## src/rtl/mmu_pkg.sv

```systemverilog
// Shared types and default memory map for the core-to-target region router.
package mmu_pkg;

  localparam int unsigned MEM_W_DEF = 32;
  localparam int unsigned N_TGT_DEF = 3;
  localparam int unsigned ID_W      = $clog2(N_TGT_DEF + 1);

  typedef logic [ID_W-1:0] tgt_id_t;

  localparam tgt_id_t ERR_ID = tgt_id_t'(N_TGT_DEF);

  typedef struct packed {
    logic [31:0] base;
    logic [31:0] limit;
  } region_t;

  localparam region_t GPIO_REGION    = '{base: 32'h0000_0101, limit: 32'h0000_010A};
  localparam region_t TIMER_REGION   = '{base: 32'h0000_010B, limit: 32'h0000_010B};
  localparam region_t STORAGE_REGION = '{base: 32'h0000_1000, limit: 32'hFFFF_FFFF};

  // Target i occupies bits [i*32 +: 32]; GPIO is target 0.
  localparam logic [N_TGT_DEF*32-1:0] DEF_REGION_BASE =
    {STORAGE_REGION.base, TIMER_REGION.base, GPIO_REGION.base};
  localparam logic [N_TGT_DEF*32-1:0] DEF_REGION_LIMIT =
    {STORAGE_REGION.limit, TIMER_REGION.limit, GPIO_REGION.limit};

  function automatic logic in_region(input region_t r, input logic [31:0] addr);
    return (addr >= r.base) && (addr <= r.limit);
  endfunction

endpackage

```

## src/rtl/router_id_fifo.sv

```systemverilog
// In-order FIFO of outstanding transaction tags (target id plus write flag).
module router_id_fifo
  import mmu_pkg::*;
#(
  parameter int unsigned W     = $bits(tgt_id_t) + 1,
  parameter int unsigned DEPTH = 4
) (
  input  logic         clk,
  input  logic         rst,
  input  logic         push,
  input  logic [W-1:0] push_data,
  input  logic         pop,
  output logic         full,
  output logic         empty,
  output logic [W-1:0] head
);

  localparam int unsigned PW = $clog2(DEPTH);
  localparam int unsigned CW = PW + 1;

  logic [W-1:0]  mem [DEPTH];
  logic [PW-1:0] wr_ptr;
  logic [PW-1:0] rd_ptr;
  logic [CW-1:0] count;

  always_ff @(posedge clk or posedge rst) begin
    if (rst) begin
      for (int i = 0; i < int'(DEPTH); i++) mem[i] <= '0;
      wr_ptr <= '0;
      rd_ptr <= '0;
      count  <= '0;
    end else begin
      if (push) begin
        mem[wr_ptr] <= push_data;
        wr_ptr      <= wr_ptr + PW'(1);
      end
      if (pop) rd_ptr <= rd_ptr + PW'(1);
      if (push && !pop)      count <= count + CW'(1);
      else if (!push && pop) count <= count - CW'(1);
    end
  end

  assign full  = (count == CW'(DEPTH));
  assign empty = (count == CW'(0));
  assign head  = mem[rd_ptr];

endmodule

```

## src/rtl/mem_region_router.sv

```systemverilog
// Routes core data-port requests to address-mapped targets and returns
// responses in issue order; unmapped addresses get an error response.
module mem_region_router
  import mmu_pkg::*;
#(
  parameter int unsigned MEM_W   = MEM_W_DEF,
  parameter int unsigned N_TGT   = N_TGT_DEF,
  parameter int unsigned MAX_OUT = 4,
  parameter logic [N_TGT*32-1:0] REGION_BASE  = DEF_REGION_BASE,
  parameter logic [N_TGT*32-1:0] REGION_LIMIT = DEF_REGION_LIMIT
) (
  input  logic                   clk,
  input  logic                   rst,
  input  logic                   vproc_mem_req_o,
  output logic                   vproc_mem_gnt_i,
  input  logic [31:0]            vproc_mem_addr_o,
  input  logic                   vproc_mem_we_o,
  input  logic [MEM_W/8-1:0]     vproc_mem_be_o,
  input  logic [MEM_W-1:0]       vproc_mem_wdata_o,
  output logic                   vproc_mem_rvalid_i,
  output logic                   vproc_mem_err_i,
  output logic [MEM_W-1:0]       vproc_mem_rdata_i,
  output logic [N_TGT-1:0]       tgt_req,
  input  logic [N_TGT-1:0]       tgt_gnt,
  output logic [31:0]            tgt_addr,
  output logic                   tgt_we,
  output logic [MEM_W/8-1:0]     tgt_be,
  output logic [MEM_W-1:0]       tgt_wdata,
  input  logic [N_TGT-1:0]       tgt_rvalid,
  input  logic [N_TGT*MEM_W-1:0] tgt_rdata,
  output logic                   proto_err
);

  localparam int unsigned IDW   = $clog2(N_TGT + 1);
  localparam int unsigned ENT_W = IDW + 1;
  localparam logic [IDW-1:0] ERR_SEL = IDW'(N_TGT);

  region_t        cur_region;
  logic           hit;
  logic [IDW-1:0] sel;
  logic [31:0]    sel_base;

  logic             fifo_full;
  logic             fifo_empty;
  logic             pop;
  logic [ENT_W-1:0] head;
  logic [IDW-1:0]   head_id;
  logic             head_we;
  logic             head_err;
  logic             head_rvalid;
  logic [MEM_W-1:0] head_rdata;
  logic             stray_rsp;

  // Address decode: scanning downwards lets the lowest matching index win.
  always_comb begin
    cur_region = '0;
    hit        = 1'b0;
    sel        = ERR_SEL;
    sel_base   = '0;
    for (int i = int'(N_TGT) - 1; i >= 0; i--) begin
      cur_region.base  = REGION_BASE[i*32 +: 32];
      cur_region.limit = REGION_LIMIT[i*32 +: 32];
      if (in_region(cur_region, vproc_mem_addr_o)) begin
        hit      = 1'b1;
        sel      = IDW'(i);
        sel_base = cur_region.base;
      end
    end
  end

  // Request mux; unmapped requests are accepted locally without a target.
  always_comb begin
    tgt_req         = '0;
    vproc_mem_gnt_i = 1'b0;
    if (vproc_mem_req_o && !fifo_full) begin
      if (hit) begin
        for (int i = 0; i < int'(N_TGT); i++) begin
          if (sel == IDW'(i)) begin
            tgt_req[i]      = 1'b1;
            vproc_mem_gnt_i = tgt_gnt[i];
          end
        end
      end else begin
        vproc_mem_gnt_i = 1'b1;
      end
    end
  end

  assign tgt_addr  = vproc_mem_addr_o - sel_base;
  assign tgt_we    = vproc_mem_we_o;
  assign tgt_be    = vproc_mem_be_o;
  assign tgt_wdata = vproc_mem_wdata_o;

  router_id_fifo #(
    .W     (ENT_W),
    .DEPTH (MAX_OUT)
  ) u_id_fifo (
    .clk       (clk),
    .rst       (rst),
    .push      (vproc_mem_gnt_i),
    .push_data ({vproc_mem_we_o, sel}),
    .pop       (pop),
    .full      (fifo_full),
    .empty     (fifo_empty),
    .head      (head)
  );

  assign head_we  = head[ENT_W-1];
  assign head_id  = head[IDW-1:0];
  assign head_err = (head_id == ERR_SEL);

  // Only the head target may respond; anything else is a protocol violation.
  always_comb begin
    head_rvalid = 1'b0;
    head_rdata  = '0;
    stray_rsp   = 1'b0;
    for (int i = 0; i < int'(N_TGT); i++) begin
      if (!fifo_empty && head_id == IDW'(i)) begin
        head_rvalid = tgt_rvalid[i];
        head_rdata  = tgt_rdata[i*MEM_W +: MEM_W];
      end else if (tgt_rvalid[i]) begin
        stray_rsp = 1'b1;
      end
    end
  end

  assign pop = !fifo_empty && (head_err || head_rvalid);

  always_ff @(posedge clk or posedge rst) begin
    if (rst) begin
      vproc_mem_rvalid_i <= 1'b0;
      vproc_mem_err_i    <= 1'b0;
      vproc_mem_rdata_i  <= '0;
      proto_err          <= 1'b0;
    end else begin
      vproc_mem_rvalid_i <= pop;
      vproc_mem_err_i    <= pop && head_err;
      vproc_mem_rdata_i  <= (pop && !head_err && !head_we) ? head_rdata : '0;
      if (stray_rsp) proto_err <= 1'b1;
    end
  end

endmodule

```

## config.mk

```make
export PLATFORM = sky130hd
export DESIGN_NAME = mem_region_router
export DESIGN_NICKNAME = d
export VERILOG_FILES = /design/src/rtl/mmu_pkg.sv /design/src/rtl/router_id_fifo.sv /design/src/rtl/mem_region_router.sv
export SDC_FILE = /design/constraint.sdc
export NUM_CORES = 1
export LEC_CHECK = 0
export CAP_MARGIN = 20
export CORE_ASPECT_RATIO = 0.75
export CORE_MARGIN = 1.5
export CORE_UTILIZATION = 35
export CTS_BUF_LIST = sky130_fd_sc_hd__clkbuf_16
export DETAILED_ROUTE_END_ITERATION = 16
export PLACE_DENSITY = 0.83
export SKIP_LAST_GASP = 1
export SYNTH_ARGS = -nofsm -noshare
export SYNTH_HDL_FRONTEND = slang
export SYNTH_HIERARCHICAL = 1
export SYNTH_SLANG_ARGS = --single-unit
```

## constraint.sdc

```tcl
create_clock -name clk -period 6.85 [get_ports clk]
set_input_delay 1.0275 -clock clk [delete_from_list [all_inputs] [get_ports clk]]
set_output_delay 1.0275 -clock clk [all_outputs]
set_load 0.01 [all_outputs]
```

==> results of run 1 <==
per-layer routing:
layer	vias to the layer above	wire length, microns	part of all wire [%]
met5	-	0	0
met4	0	215	1.8
met3	24	770	6.5
met2	126	6150	52
met1	1733	4660	40
li1	1752	-	-
worst max path at each step:
stage                              end  depth (start not counted)                 start
after global routing      tgt_addr[24]                         19  vproc_mem_addr_o[25]
final                     tgt_addr[24]                         19  vproc_mem_addr_o[25]
after floorplan           tgt_addr[24]                         15  vproc_mem_addr_o[25]
after global placement    tgt_addr[24]                         18  vproc_mem_addr_o[25]
after CTS                 tgt_addr[24]                         18  vproc_mem_addr_o[25]
after detailed placement  tgt_addr[24]                         18  vproc_mem_addr_o[25]
synthesized netlist by cell type (all sizes together):
cell	count	area share (%)
nor2	86	8.6
dfrtp	54	36
buf	40	7.9
a21oi	35	4.7
mux2i	33	8.8
xor2	25	5.9
inv	15	1.5
nand2	15	1.5
mux2	14	4.2
clkbuf	12	1.2
nor3	12	1.6
ha	10	3.3
xnor2	10	2.3
nor4	9	1.9
or3	9	1.8
o21ai	6	0.80
mux4	3	1.8
or4	3	0.70
fa	2	1.1
nand2b	2	0.33
nand3	2	0.27
nand4	2	0.33
nor2b	2	0.33
a221o	1	0.27
a221oi	1	0.23
a31oi	1	0.17
and4	1	0.23
nand3b	1	0.20
nand4b	1	0.23
nor3b	1	0.20
o211ai	1	0.20
o21a	1	0.20
o22ai	1	0.17
o31a	1	0.23
o31ai	1	0.20
o32ai	1	0.23
sequential cells by signal (all words and copies together) (netlist names):
signal / count
proto_err: 1
u_id_fifo/mem: 12
vproc_mem_err_i: 1
vproc_mem_rvalid_i: 1
vproc_mem_rdata_i: 32
u_id_fifo/count: 3
u_id_fifo/rd_ptr: 2
u_id_fifo/wr_ptr: 2
stage by stage:
| step | setup WS (ps) | cell area [sq um] |
|---|---|---|
| 2_1_floorplan | 961 | 3740 |
| 3_3_place_gp | 59.9 | 5800 |
| 3_5_place_dp | -107 | 5800 |
| 4_1_cts | -47.5 | 5950 |
| 5_1_grt | -183 | 6060 |
| 6_report | 42.9 | 6060 |
power by group:
part / leakage [nW] / switching [W] / internal [W] / total (W)
Combinational: 1.71 / 0.000358 / 0.000353 / 0.000711
Clock: 0.0664 / 0.000117 / 0.000137 / 0.000254
Sequential: 0.690 / 0.0000532 / 0.000413 / 0.000466
area by class of cell:
class / instances / share of cell area [%]
repair buffers: 233 / 37.7
well taps: 136 / 2.81
clock buffers: 5 / 2.07
clock inverters: 3 / 0.393
inverters: 15 / 0.930
multi-input cells: 293 / 33.8
flip-flops and latches: 54 / 22.3
worst min-delay path: stages (launching register included):
cell and delay, ps:
dfrtp_1 360, a21oi_1 50, nand2_1 50
timing repair:
item,4_1_cts,5_1_grt
buffers inserted,0,5
resized for setup,3,14
pin swaps,1,4
setup endpoints to repair,5,15
kinds of logic after synthesis:
kind of cell / Yosys count
muxes: 50
adders and majority gates: 12
and+or+nand+nor: 146
buffers and inverters: 67
DFF: 54
AOI/OAI and AO/OA: 50
xor gates and xnor gates: 35
==> metrics.md, run 1 <==
| Metric | Value |
|---|---|
| Pleak | 2.47 nW |
| Hold_ws | 485 ps |
| Worst Tran Pin Value | 782 ps |
| Mux cell area share after synthesis | 14.9% |
| CTS Buf Count | 5 |
| Adder-cell area share of the yosys netlist | 4.42% |
| Worst EP arrival | 5780 ps |
| Boundary Pins | 282 |
| Hold_sp | proto_err |
| Main combinational cell family by area after synthesis | simple AND/OR/NAND/NOR gates |
| Post-synthesis register bit count | 54 |
| Synthesized area | 3740 sq um |
| Filler-free cell count of the finished design | 739 |
| Setup Viol. Count Final | 0 |
| Power, Total | 0.00143 W |
| Antenna violations before repair | 0 |
| Area of the multi-input gates | 2050 sq um |
| Die width | 122 microns |
| Worst path cell trace | clkdlybuf4s50_1 -> or4_4 -> or3_4 -> or3_4 -> nor4_4 -> o21ai_1 -> inv_1 -> ha_1 -> inv_1 -> fa_1 -> o21a_1 -> o31ai_2 -> buf_4 -> a221o_1 -> nand4_1 -> buf_4 -> nor3_2 -> xor2_1 -> clkdlybuf4s50_1 |
| Wire per inst | 16.0 microns |
| Final worst-path cycle share | 99.4% |
| Synth Area in Simple Gates | 18.3% |
| Fraction of layout cells with a size suffix above 1 | 10.6% |
| Row count | 32 |
| Post-DR vias/cell | 4.92 |
| RSZ-0062 raised after global routing | true |
| Critical setup path kind | in2out |
| Critical R2R Launch | u_id_fifo/rd_ptr[0] |
| Fmax | 0.147 GHz |
| Post-DRT Antenna Nets | 0 |
| CTS tree | built |
| Filler cells | 876 |
| CP startpoint kind | primary input |
| R2r endpoint | vproc_mem_rdata_i[29] |
| GP Congestion | 0.834 |
| Most common cell after layout, fill and taps aside | clkdlybuf4s50_1 |
| Slew HR | 47.8% |
| Register area | 1350 sq um |
| Hold Path Cell Cnt | 2 |
| Post-synthesis cell type count | 41 |
| Final hold vios | 0 |
| Synth Instances | 414 |
| DP Cell Count | 726 |
| First-pass GRT wire length | 17400 microns |
| DR vias | 3635 |
| # port buffers | 209 |
| R2R depth | 7 |
| Hold endpoint | proto_err |
| Power Density | 236 nW/um^2 |
| Warnings from Yosys | 6 |
| Initial Util | 36.2% |
| Die Footprint | 11300 sq um |
| Worst EP required | 5820 ps |
| Largest net degree at the start of global routing | 36 |
| Slowest-stage cell, CP | or4_4 |
| Final HPWL DP | 9390 microns |
| Synth Net Count | 600 |
| Routed WL | 11800 microns |
| Syn Area/Cell | 9.02 sq um |
| Pins Over Slew Limit | 0 |
| 1st-iter DRT viols | 121 |
| Syn-to-layout area delta | 62.1% |
| Compound-Gate Fraction of Synth Area | 7.40% |
| Clock slew at reported path FFs | 80 ps |
| Crit path buf inv count | 6 |
| CTS root buffer | clkbuf_16 |
| Period minus WS final | 6810 ps |
| Status | completed |
| Max-cap viol count | 0 |
| Hold Path Class | reg2reg |
| GR Util All Layers | 19.2% |
| Diodes inserted | 0 |
| Remaining DRCs | 0 |
| CTS max path bufs | 2 |
| CP max stage delay | 560 ps |
| Clk_lat worst skew | 290 ps |
| Grt peak-use layer | met2 |
| Number of H-tree levels | 2 |
| Hold bufs inserted after CTS | 0 |
| Clock Skew | 8.74 ps |
| Top delay family on crit path | simple AND/OR/NAND/NOR gates |
| Vias in the first global route | 3611 |
| NumNets Final | 788 |
| Core Region | 10300 sq um |
| Crit path max fanout | 5 |
| Final core area utilization | 58.6% |
| M1 GR Usage | 21.9% |
| GRT met2 Usage | 36.0% |
| Synth Area in XOR/XNOR | 8.20% |
| First drt pass iteration count | 4 |
| Max VDD drop | 0.133 mV |
| Global-route met3 utilization | 4.43% |
| Sequential fraction of the synthesis area | 36.2% |
| Worst Setup End Kind | output port |
| Clock sink count | 54 |
| Most frequent cells in the layout | 204 x clkdlybuf4s50_1, 84 x nor2_1, 54 x dfrtp_1 |
| Die Y | 92.5 microns |
| Setup_tns | 0 ps |
| Total grt overflow | 0 |
| R2R Setup Slk | 3210 ps |
No activity file was read; power rests on OpenSTA's default activity.
==> inputs of run 2 (changes only) <==
--- a/config.mk
+++ b/config.mk
@@ -10,6 +10,7 @@
 export CORE_MARGIN = 1.5
 export CORE_UTILIZATION = 35
 export CTS_BUF_LIST = sky130_fd_sc_hd__clkbuf_16
+export CTS_CLUSTER_DIAMETER = 150
 export DETAILED_ROUTE_END_ITERATION = 16
 export PLACE_DENSITY = 0.83
 export SKIP_LAST_GASP = 1
==> constraint.sdc (replaced) <==
create_clock -name clk -period 6.85 [get_ports clk]
set_input_delay 1.0275 -clock clk [delete_from_list [all_inputs] [get_ports clk]]
set_output_delay 1.0275 -clock clk [all_outputs]
set_load 0.005 [all_outputs]
==> run 2 against run 1 <==
  * Final cell count is 0.54% lower
  * Power rose by 2.4%
  * Critical path type unchanged
  * Sequential power hardly changed
  * Sequential cell count unchanged
  * Non-clock buffer count is 4 lower
  * Critical path depth is 1 lower
  * Fmax rose by 0.31%
  * Cell area is essentially flat
==> metrics.md, run 2 (synthesis gave the netlist of run 1 again) <==
| Metric | Value |
|---|---|
| Final hold vios | 0 (unchanged) |
| CP startpoint kind | primary input (unchanged) |
| GR Util All Layers | 19.1% (was 19.2%) |
| Remaining DRCs | 0 (unchanged) |
| Syn-to-layout area delta | 62.2% (was 62.1%) |
| Number of H-tree levels | 2 (unchanged) |
| Clk_lat worst skew | 290 ps (about the same) |
| Diodes inserted | 0 (unchanged) |
| Pleak | 2.47 nW (about the same) |
| Die width | 122 microns (unchanged) |
| Biggest regs | vproc_mem_rdata_i x32, u_id_fifo/mem x12, u_id_fifo/count x3 (unchanged) |
| CTS Buf Count | 5 (unchanged) |
| Vias in the first global route | 3551 (was 3611) |
| Antenna violations before repair | 0 (unchanged) |
| Slew HR | 48.9% (was 47.8%) |
| Final core area utilization | 58.7% (was 58.6%) |
| NumNets Final | 784 (was 788) |
| Power Density | 242 nW/um^2 (was 236 nW/um^2) |
| Clock Skew | 9.48 ps (was 8.74 ps) |
| Routed wl met3 | 831 microns (was 770 microns) |
| Largest reg by FF count | vproc_mem_rdata_i (unchanged) |
| Max VDD drop | 0.124 mV (was 0.133 mV) |
| Hold Path Class | reg2reg (unchanged) |
| Final HPWL DP | 9210 microns (was 9390 microns) |
| # port buffers | 209 (unchanged) |
| Boundary Pins | 282 (unchanged) |
| CTS root buffer | clkbuf_16 (unchanged) |
| Post-DRT Antenna Nets | 0 (unchanged) |
| First-pass GRT wire length | 17300 microns (was 17400 microns) |
| Worst Tran Pin Value | 767 ps (was 782 ps) |
| First drt pass iteration count | 6 (was 4) |
| Max-cap viol count | 0 (unchanged) |
| Register area | 1350 sq um (unchanged) |
| Filler cells | 838 (was 876) |
| Hold_ws | 484 ps (was 485 ps) |
| Die Footprint | 11300 sq um (unchanged) |
| Setup Viol. Count Final | 0 (unchanged) |
| Most frequent cells in the layout | 205 x clkdlybuf4s50_1, 85 x nor2_1, 54 x dfrtp_1 (was 204 x clkdlybuf4s50_1, 84 x nor2_1, 54 x dfrtp_1) |
| Clock sink count | 54 (unchanged) |
| Met2 routed WL | 6140 microns (was 6150 microns) |
| Period minus WS final | 6790 ps (was 6810 ps) |
| Most common cell after layout, fill and taps aside | clkdlybuf4s50_1 (unchanged) |
| Wire per inst | 15.9 microns (was 16.0 microns) |
| Pins Over Slew Limit | 0 (unchanged) |
| Critical setup path kind | in2out (unchanged) |
| Fraction of layout cells with a size suffix above 1 | 10.0% (was 10.6%) |
| Die Y | 92.5 microns (unchanged) |
| DR top layer | met4 (unchanged) |
| Routed WL | 11700 microns (was 11800 microns) |
| Setup ws final | 63.8 ps (was 42.9 ps) |
| Crit path max fanout | 5 (unchanged) |
| Dpl ws | -63.3 ps (was -107 ps) |
| CTS tree | built (unchanged) |
| Area of the multi-input gates | 2040 sq um (was 2050 sq um) |
| Final worst-path cycle share | 99.1% (was 99.4%) |
| CTS max path bufs | 2 (unchanged) |
| GP Congestion | 0.842 (was 0.834) |
| Metal1 wirelength | 4610 microns (was 4660 microns) |
| Core Region | 10300 sq um (unchanged) |
| Row count | 32 (unchanged) |
| 1st-iter DRT viols | 105 (was 121) |
| Initial Util | 36.2% (unchanged) |
| Hold bufs inserted after CTS | 0 (unchanged) |
| Post-DR vias/cell | 4.96 (was 4.92) |
| DR vias | 3648 (was 3635) |
| Clock slew at reported path FFs | 70 ps (was 80 ps) |
| Status | completed (unchanged) |
| Worst EP required | 5820 ps (about the same) |
| Fmax | 0.147 GHz (about the same) |
| Worst EP arrival | 5760 ps (was 5780 ps) |
| Worst Setup End Kind | output port (unchanged) |
| RSZ-0062 raised after global routing | true (unchanged) |
| Max reg flops | 32 (unchanged) |
| Total grt overflow | 0 (unchanged) |
| Largest net degree at the start of global routing | 36 (unchanged) |
-- run 2: cell types whose count changed in the layout (fill, tap and decap cells not counted), moves of 2 or more --
cell,before,now
buf_4,24,20
clkinvlp_4,2,0
nor4_2,2,4
bufinv_16,0,2
-- run 2: power by group --
group	switching (W)	internal [W]	total [W]
logic	0.000331	0.000353	0.000683
clock network	0.000109	0.000208	0.000317
registers	0.0000524	0.000413	0.000466
total	0.000492	0.000974	0.00147
-- run 2: area by class of cell --
type                            instances  share of cell area (%)
Sequential cell                        54                    22.3
Timing Repair Buffer                  229                    37.2
Tap cell                              136                    2.81
Clock inverter                          3                    1.05
Multi-Input combinational cell        293                    33.7
Clock buffer                            5                    2.06
Inverter                               15                   0.929
-- run 2: final timing paths --
check                                     start               endpoint  slack [ps]  cells after the start
hold / removal                        proto_err              proto_err         480                      2
hold reg to reg                       proto_err              proto_err         480                      2
setup reg to reg            u_id_fifo/rd_ptr[0]  vproc_mem_rdata_i[30]        3220                      7
setup / recovery           vproc_mem_addr_o[25]           tgt_addr[26]          60                     18
max in group asynchronous                   rst  vproc_mem_rdata_i[30]        4990                      3
min in group asynchronous                   rst     vproc_mem_rvalid_i        1160                      2
-- run 2: metrics by stage --
stage | std cells | total power (W) | cell area [sq um] | TNS, ps
after floorplan | 414 | 0.000866 | 3740 | 0
after detailed placement | 723 | 0.00116 | 5780 | -63.3
after CTS | 731 | 0.00148 | 5970 | 0
final | 735 | 0.00147 | 6060 | 0
after global placement | 723 | 0.00114 | 5780 | 0
after global routing | 735 | 0.00158 | 6060 | -459
-- run 2: worst max-delay path, stage by stage --
cell and delay (ps):
clkdlybuf4s50_1 420, or4_4 540, or3_4 370, or3_4 380
nor4_4 310, o21ai_2 110, inv_1 80, ha_1 170
inv_1 60, fa_1 380, o21a_1 230, o31ai_1 190
buf_4 160, a221o_1 170, nand4_1 250, nor2_1 200
xor2_1 170, clkdlybuf4s50_1 530
-- run 2: repair_timing --
item / in CTS / in global routing
buffers inserted: 0 / 4
pin swaps: 0 / 8
gates resized for setup: 2 / 14
endpoints found under the setup margin: 4 / 15
-- run 2: per-layer routing --
layer / track usage [%] / up-vias
met5: 0 / -
met4: 3.10 / 0
met3: 4.86 / 14
met2: 35.9 / 127
met1: 22.1 / 1764
li1: - / 1743
==> inputs of run 3 (changes only) <==
--- a/config.mk
+++ b/config.mk
@@ -7,7 +7,7 @@
 export LEC_CHECK = 0
 export CAP_MARGIN = 20
 export CORE_ASPECT_RATIO = 0.75
-export CORE_MARGIN = 1.5
+export CORE_MARGIN = 2
 export CORE_UTILIZATION = 35
 export CTS_BUF_LIST = sky130_fd_sc_hd__clkbuf_16
 export CTS_CLUSTER_DIAMETER = 150
==> run 3 against run 2 <==
  * Wire length rose by 0.34%
  * Power grew 0.24%
  * Sequential share of layout area shrank 0.17 points
  * Critical endpoint is now tgt_addr[24]
  * Hold slack lost 3.2 ps
  * Via count down 0.79%
  * Combinational power up 0.9%
  * Fmax shrank 0.21%
  * Global-route usage decreased by 0.33 points
  * Die area grew 1.9%
  * Clock power hardly changed
  * Critical path depth fell by 2
  * Setup slack lost 14 ps
==> metrics.md, run 3 (synthesis gave the netlist of run 1 again) <==
| Metric | Value |
|---|---|
| Initial Util | 36.2% (unchanged) |
| Remaining DRCs | 0 (unchanged) |
| Fraction of layout cells with a size suffix above 1 | 9.87% (was 10.0%) |
| Filler cells | 891 (was 838) |
| Setup Viol. Count Final | 0 (unchanged) |
| Die width | 123 microns (was 122 microns) |
| Grt peak-use layer | met2 (unchanged) |
| Post-DR vias/cell | 4.93 (was 4.96) |
| Power Density | 241 nW/um^2 (was 242 nW/um^2) |
| CP startpoint kind | primary input (unchanged) |
| Diodes inserted | 0 (unchanged) |
| Worst path cell trace | clkdlybuf4s50_1 -> or4_4 -> or3_4 -> or3_4 -> nor4_4 -> buf_4 -> nand2_1 -> fa_1 -> o21a_1 -> o31ai_1 -> buf_4 -> a221o_1 -> nand4_1 -> nor3_2 -> xor2_1 -> clkdlybuf4s50_1 (was clkdlybuf4s50_1 -> or4_4 -> or3_4 -> or3_4 -> nor4_4 -> o21ai_2 -> inv_1 -> ha_1 -> inv_1 -> fa_1 -> o21a_1 -> o31ai_1 -> buf_4 -> a221o_1 -> nand4_1 -> nor2_1 -> xor2_1 -> clkdlybuf4s50_1) |
| GR Util All Layers | 18.8% (was 19.1%) |
| Status | completed (unchanged) |
| CTS tree | built (unchanged) |
| Slowest-stage cell, CP | or4_4 (unchanged) |
| Most frequent cells in the layout | 206 x clkdlybuf4s50_1, 85 x nor2_1, 54 x dfrtp_1 (was 205 x clkdlybuf4s50_1, 85 x nor2_1, 54 x dfrtp_1) |
| Hold_ws | 481 ps (was 484 ps) |
| Worst EP required | 5820 ps (about the same) |
| Crit path buf inv count | 4 (was 5) |
| Row count | 32 (unchanged) |
| Final core area utilization | 59.1% (was 58.7%) |
| Global-route met3 utilization | 5.24% (was 4.86%) |
| CTS root buffer | clkbuf_16 (unchanged) |
| Max-cap viol count | 0 (unchanged) |
| Antenna violations before repair | 0 (unchanged) |
| Clock sink count | 54 (unchanged) |
| Post-DRT Antenna Nets | 0 (unchanged) |
| M1 GR Usage | 21.9% (was 22.1%) |
| 1st-iter DRT viols | 109 (was 105) |
| Boundary Pins | 282 (unchanged) |
| Slew HR | 50.3% (was 48.9%) |
| Total grt overflow | 0 (unchanged) |
| # port buffers | 209 (unchanged) |
| Largest reg by FF count | vproc_mem_rdata_i (unchanged) |
| Setup ws final | 49.6 ps (was 63.8 ps) |
| Vias in the first global route | 3485 (was 3551) |
| Final worst-path cycle share | 99.3% (was 99.1%) |
| Die Y | 93.5 microns (was 92.5 microns) |
| Largest net degree at the start of global routing | 38 (was 36) |
| Max reg flops | 32 (unchanged) |
| GRT met2 Usage | 33.9% (was 35.9%) |
| Final hold vios | 0 (unchanged) |
| Die Footprint | 11500 sq um (was 11300 sq um) |
| DR vias | 3619 (was 3648) |
| Clock Skew | 6.07 ps (was 9.48 ps) |
| CTS max path bufs | 2 (unchanged) |
| Syn-to-layout area delta | 63.4% (was 62.2%) |
| Period minus WS final | 6800 ps (was 6790 ps) |
| First-pass GRT wire length | 17000 microns (was 17300 microns) |
| Clk_lat worst skew | 280 ps (was 290 ps) |
| Critical setup path kind | in2out (unchanged) |
| Worst Tran Pin Value | 745 ps (was 767 ps) |
| Final HPWL DP | 9170 microns (was 9210 microns) |
| Pins Over Slew Limit | 0 (unchanged) |
| Crit path max fanout | 7 (was 5) |
| Top delay family on crit path | simple AND/OR/NAND/NOR gates (unchanged) |
| Hold bufs inserted after CTS | 0 (unchanged) |
| Wire per inst | 16.0 microns (was 15.9 microns) |
| First drt pass iteration count | 4 (was 6) |
| Worst Setup End Kind | output port (unchanged) |
| Hold Path Class | reg2reg (unchanged) |
| Most common cell after layout, fill and taps aside | clkdlybuf4s50_1 (unchanged) |
| CTS Buf Count | 5 (unchanged) |
| RSZ-0062 raised after global routing | true (unchanged) |
| Core Region | 10300 sq um (unchanged) |
| Dpl ws | -69.0 ps (was -63.3 ps) |
| Pleak | 2.48 nW (was 2.47 nW) |
| Number of H-tree levels | 2 (unchanged) |
| Clock slew at reported path FFs | 60 ps (was 70 ps) |
| Routed WL | 11700 microns (about the same) |
| Worst EP arrival | 5770 ps (was 5760 ps) |
| GP Congestion | 0.922 (was 0.842) |
| Biggest regs | vproc_mem_rdata_i x32, u_id_fifo/mem x12, u_id_fifo/count x3 (unchanged) |
| Fmax | 0.147 GHz (about the same) |
| CP max stage delay | 550 ps (was 540 ps) |
| Max VDD drop | 0.119 mV (was 0.124 mV) |
| NumNets Final | 783 (was 784) |
-- run 3: cell types whose count changed in the layout (fill, tap and decap cells not counted), moves of 2 or more --
cell / previous run / this run
nand2_2: 2 / 0
nor4_4: 1 / 4
buf_4: 20 / 18
nor4_2: 4 / 1
-- run 3: through the flow --
step           setup TNS, ps  area (sq um)  total power, W  cells
3_3_place_gp               0          5760         0.00113    720
4_1_cts                -73.1          5960         0.00148    728
3_5_place_dp            -104          5760         0.00116    720
5_1_grt                 -393          6110         0.00158    734
2_1_floorplan              0          3740        0.000866    414
6_report                   0          6110         0.00147    734
-- run 3: final cells by class --
cell class	instances	area, sq um	share of cell area (%)
Multi-Input combinational cell	293	2080	34.1
Inverter	15	56.3	0.922
Timing Repair Buffer	228	2250	36.9
Sequential cell	54	1350	22.1
Tap cell	136	170	2.79
Clock buffer	5	125	2.05
Clock inverter	3	63.8	1.05
-- run 3: final timing paths --
check                           cells after the start            endpoint  slack [ps]                 start
worst max-delay path                               16        tgt_addr[24]          50  vproc_mem_addr_o[22]
worst min-delay path                                2           proto_err         480             proto_err
worst max register to register                     10  u_id_fifo/count[1]        3000   u_id_fifo/rd_ptr[0]
worst min register to register                      2           proto_err         480             proto_err
max in group asynchronous                           2   u_id_fifo/mem[11]        5190                   rst
min in group asynchronous                           2     vproc_mem_err_i         930                   rst
-- run 3: routing by layer --
metal / vias to the layer above / share of wire, %
met5: - / 0
met2: 132 / 52
met1: 1726 / 38
li1: 1732 / -
met3: 29 / 7.8
met4: 0 / 1.7
-- run 3: power by group --
group | internal [W] | switching (W) | leakage (nW)
sequential | 0.000413 | 0.0000508 | 0.690
clock | 0.000208 | 0.000109 | 0.0915
combinational | 0.000352 | 0.000336 | 1.70
-- run 3: worst min-delay path: stages, from the launching register on --
cell,delay (ps)
dfrtp_1,350
a21oi_1,40
nand2_1,50
-- run 3: timing repair --
| item | CTS | global route |
|---|---|---|
| gates resized for setup | 2 | 19 |
| pin swaps | 0 | 5 |
| endpoints found under the setup margin | 2 | 18 |
| buffers inserted | 0 | 5 |
==> edit 1: new RTL, flow settings as in run 1 <==
Take the reset off `vproc_mem_rdata_i` and load it in a clocked block of its own.
--- a/src/rtl/mem_region_router.sv
+++ b/src/rtl/mem_region_router.sv
@@ -130,15 +130,17 @@
     if (rst) begin
       vproc_mem_rvalid_i <= 1'b0;
       vproc_mem_err_i    <= 1'b0;
-      vproc_mem_rdata_i  <= '0;
       proto_err          <= 1'b0;
     end else begin
       vproc_mem_rvalid_i <= pop;
       vproc_mem_err_i    <= pop && head_err;
-      vproc_mem_rdata_i  <= (pop && !head_err && !head_we) ? head_rdata : '0;
       if (stray_rsp) proto_err <= 1'b1;
     end
   end
 
+  always_ff @(posedge clk) begin
+    vproc_mem_rdata_i <= (pop && !head_err && !head_we) ? head_rdata : '0;
+  end
+
 endmodule
 
Check against the original RTL: differs if rst is asserted again (counterexample within 4 cycles, from zero or initial values and one cycle with rst high); with rst held inactive, the same outputs for 10 cycles.
==> edit 1 against run 1 <==
Global-route usage increased by 0.23 points. Sequential cell count unchanged. Design area shrank 3.1%. Total power is 2.0% higher. Non-clock buffer count decreased by 16. Routed wire length decreased by 0.90%. Area after synthesis fell by 0.23%. Setup slack better by 260 ps. Largest cell class unchanged.
==> edit 1: results (changes against run 1) <==
Synth
  – Top cells by area, synth: dfxtp_1 (17%), dfrtp_1 (15%), mux2i_1 (9.1%), nor2_1 (8.2%), buf_4 (7.5%)
  – Post-Syn Instances: 438 (+5.8%)
  – Fraction of registers with async set or reset after synthesis: 40.7% (-59 points)
  – Mapped Nets: 624 (+4.0%)
  – Yosys cell types: 48 (+17%)
  – Post-synth top cells: nor2_1 (81), a21oi_1 (38), buf_4 (37), mux2i_1 (34), dfxtp_1 (32)

Power
  – VDD IR max: 0.124 mV (-6.7%)
  – Pleak: 2.23 nW (-9.7%)

Drt
  – Iteration-0 DRC Markers: 179 (+48%)
  – Vias per cell: 5.08 (+3.4%)
  – Wire per inst: 15.7 µm (-1.4%)

Clock network
  – Post-CTS sizing: 0 (-3)

Global routing
  – Vias in the first global route: 3,597 (-0.39%)
  – First-pass GRT wire length: 17.6 mm (+0.95%)
  – Overall Global Routing Usage: 19.4% (+0.23 points)

Run status
  – Status: finished clean

Critical path
  – Crit path DAT: 5520 ps (-260 ps)
  – CP Max Fanout: 6 (+1)
  – Worst path max stage delay: 590 ps (+30 ps)

Timing
  – Clock skew: 5.96 ps (-2.77 ps)
  – Slew @ Worst Pin: 748 ps (-34.0 ps)

Final layout
  – Nets@finish: 792 (+0.51%)
  – Layout cells sized above 1: 6.75% (-3.9 points)

Placed design
  – Post-DP HPWL: 9.59 mm (+2.1%)
  – Final GP Congestion: 0.907 (+8.8%)
-- edit 1: final timing paths --
| kind | endpoint | slack [ps] | depth (start not counted) |
|---|---|---|---|
| worst max-delay path | tgt_addr[30] | 300 | 15 |
| worst min-delay path | proto_err$_DFFE_PP0P_ | 490 | 2 |
| worst max register to register | u_id_fifo/count[1]$_DFFE_PP0P_ | 2970 | 10 |
| worst min register to register | proto_err$_DFFE_PP0P_ | 490 | 2 |
| max in group asynchronous | u_id_fifo/mem[7]$_DFFE_PP0P_ | 5220 | 2 |
| min in group asynchronous | vproc_mem_rvalid_i$_DFF_PP0_ | 930 | 2 |
-- edit 1: final cells by class --
cell class	count	area, µm²
fill	881	4460
sequential	54	1190
inverter	13	48.8
multi-input combinational	315	2130
timing repair buffer	217	2160
clock buffer	5	125
tap	136	170
clock inverter	3	40.0
-- edit 1: worst min-delay path, cell delays in order, from the launching register on --
cell	delay, ps
dfrtp_1	360
a21oi_1	50
nand2_1	50
-- edit 1: cell families (layout without fill, tap and decap cells) --
| group | count (synthesis) | after routing | share of synthesized area [%] |
|---|---|---|---|
| and+or+nand+nor | 159 | 159 | 20.2 |
| DFF | 54 | 54 | 32.0 |
| muxes | 51 | 51 | 15.2 |
| adders and majority gates | 12 | 12 | 4.43 |
| buffers and inverters | 69 | 238 | 10.9 |
| xor gates and xnor gates | 32 | 32 | 7.52 |
| AOI/OAI and AO/OA | 61 | 61 | 9.84 |
-- edit 1: power by group through the flow --
stage	logic, mW	clock network, mW	registers [mW]
final	0.716	0.278	0.465
after global routing	0.781	0.305	0.475
after CTS	0.719	0.289	0.465
after detailed placement	0.714	0	0.471
after global placement	0.674	0	0.465
after floorplan	0.414	0	0.478
-- edit 1: metal layers --
layer / global-route usage [%] / share of wire (%) / vias up
met5: 0 / 0 / -
met4: 5.04 / 1.7 / 0
met3: 4.86 / 7.8 / 18
met2: 33.3 / 48 / 167
met1: 24.3 / 42 / 1777
li1: - / - / 1816
-- edit 1: metrics by stage --
stage	cells	worst slack (ps)	util [%]	area, µm²
3_3_place_gp	734	472	55.1	5690
4_1_cts	743	354	56.8	5870
5_1_grt	743	99.5	56.8	5870
2_1_floorplan	438	1530	-	3730
6_report	743	302	56.8	5870
3_5_place_dp	735	361	55.2	5700
==> edit 2: new RTL, config.mk and constraints of run 1 <==
Made on the original files. `MAX_OUT`: 4 -> 2.
--- a/src/rtl/mem_region_router.sv
+++ b/src/rtl/mem_region_router.sv
@@ -5,7 +5,7 @@
 #(
   parameter int unsigned MEM_W   = MEM_W_DEF,
   parameter int unsigned N_TGT   = N_TGT_DEF,
-  parameter int unsigned MAX_OUT = 4,
+  parameter int unsigned MAX_OUT = 2,
   parameter logic [N_TGT*32-1:0] REGION_BASE  = DEF_REGION_BASE,
   parameter logic [N_TGT*32-1:0] REGION_LIMIT = DEF_REGION_LIMIT
 ) (
Formal check against the unedited RTL: not equivalent (Yosys sat finds a counterexample within 4 cycles, from zero or initial values and one cycle with rst high).
==> edit 2 against run 1 <==
Area after synthesis shrank 12%. Sequential cell count shrank 9. Total power shrank 20%. Sequential power shrank 19%. Routed wire length shrank 6.2%. Design area shrank 7.5%. Sequential share of layout area shrank 2.2 points. First-iteration DRC count shrank 0.83%. Count of clock-buffer cells in the layout is the same. Setup slack gained 45 ps. Critical endpoint is now tgt_addr[26].
==> edit 2: results (changes against run 1) <==
Global routing
  – Met2 usage: 36.4% (+0.38 points)
  – Met3 Track Usage GR: 6.61% (+2.2 points)
  – Vias in the first global route: 3,245 (-10%)
  – First-pass GRT wire length: 16.0 mm (-8.2%)
  – Met1 usage: 23.3% (+1.4 points)
  – Largest net degree at the start of global routing: 38 (+5.6%)
  – Overall Global Routing Usage: 20.5% (+1.4 points)

Final layout
  – # fillers: 788 (-10%)
  – Multi-input logic area: 0.00186 mm² (-9.1%)
  – Biggest regs: vproc_mem_rdata_i x32, u_id_fifo/mem x6, u_id_fifo/count x2
  – Nets@finish: 747 (-5.2%)

Power
  – P_int: 795 µW (-12%)
  – VDD IR max: 0.151 mV (+14%)
  – Pleak: 2.30 nW (-6.9%)

Timing
  – Clock skew: 6.97 ps (-1.77 ps)
  – WHS: 477 ps (-8.29 ps)
  – Slew @ Worst Pin: 771 ps (-11.0 ps)

Drt
  – Iteration-0 DRC Markers: 120 (-0.83%)
  – Final WL: 11.1 mm (-6.2%)
  – Met3 wire length: 717 µm (-6.9%)
  – Wire per inst: 15.9 µm (-0.16%)
  – Vias: 3,434 (-5.5%)
  – DR pass1 iterations: 5 (+1)
  – Met2 routed WL: 5.84 mm (-4.9%)
  – WL met1: 4.26 mm (-8.6%)

Synth
  – Mean Syn Cell Area: 8.58 µm² (-4.9%)
  – Post-synth top cells: nor2_1 (87), dfrtp_1 (45), buf_4 (37), a21oi_1 (35), mux2i_1 (33)
  – Sequential area share after synthesis: 34.3% (-1.9 points)
  – Synth Area in Compound Gates: 8.26% (+0.86 points)
  – Mapped Nets: 564 (-6.0%)
  – Fraction of synthesized area in multiplexers: 13.5% (-1.4 points)
  – Top cells by area, synth: dfrtp_1 (34%), mux2i_1 (10%), nor2_1 (9.9%), buf_4 (8.5%), xor2_1 (6.7%)

Critical path
  – FF-to-FF path depth: 8 (+1)
  – Crit path DAT: 5730 ps (-50 ps)
  – Reg2Reg Setup Slack: 3560 ps (+350 ps)
  – Reg2reg end: vproc_mem_rdata_i[24]$_DFF_PP0_
  – CP Max Fanout: 4 (-1)

Placed design
  – Placed Cells: 679 (-6.5%)
  – Post-DP HPWL: 8.94 mm (-4.8%)
  – Pre-CTS WS: -244 ps (-137 ps)
  – DP Area: 0.00529 mm² (-8.8%)

Run status
  – Status: finished clean

Clock network
  – Clock transition at path regs: 60 ps (-20 ps)
-- edit 2: layout make-up --
type                            count  share of cell area, %
Clock inverter                      2                  0.625
Multi-Input combinational cell    275                   33.2
Inverter                           12                  0.804
Timing Repair Buffer              227                   40.1
Clock buffer                        5                   2.23
Sequential cell                    45                   20.1
Tap cell                          128                   2.86
-- edit 2: cell families after synthesis --
logic type | count (synthesis)
AOI/OAI and AO/OA | 49
xor gates and xnor gates | 34
adders and majority gates | 7
buffers and inverters | 63
DFF | 45
muxes | 43
and+or+nand+nor | 142
-- edit 2: how the worst max path moves through the flow --
stage,from,to
finish,vproc_mem_addr_o[25],tgt_addr[26]
global route,vproc_mem_addr_o[25],tgt_addr[26]
CTS,vproc_mem_addr_o[25],tgt_addr[19]
detailed placement,vproc_mem_addr_o[25],tgt_addr[24]
global placement,vproc_mem_addr_o[25],tgt_addr[24]
floorplan,vproc_mem_addr_o[25],tgt_addr[24]
-- edit 2: power groups by stage --
stage / clock, mW / sequential (mW) / combinational [mW]
after CTS: 0.272 / 0.380 / 0.498
after detailed placement: 0 / 0.385 / 0.494
after global placement: 0 / 0.382 / 0.472
after floorplan: 0 / 0.413 / 0.190
final: 0.266 / 0.379 / 0.496
after global routing: 0.285 / 0.388 / 0.532
-- edit 2: repair_timing --
action | CTS | global route
gates resized for setup | 10 | 14
endpoints found under the setup margin | 9 | 18
pin swaps | 3 | 3
setup buffers | 5 | 3
-- edit 2: tightest hold or removal path: stages (launching register included) --
cell and delay, ps:
dfrtp_1 350, a21oi_1 40, nand2_1 50
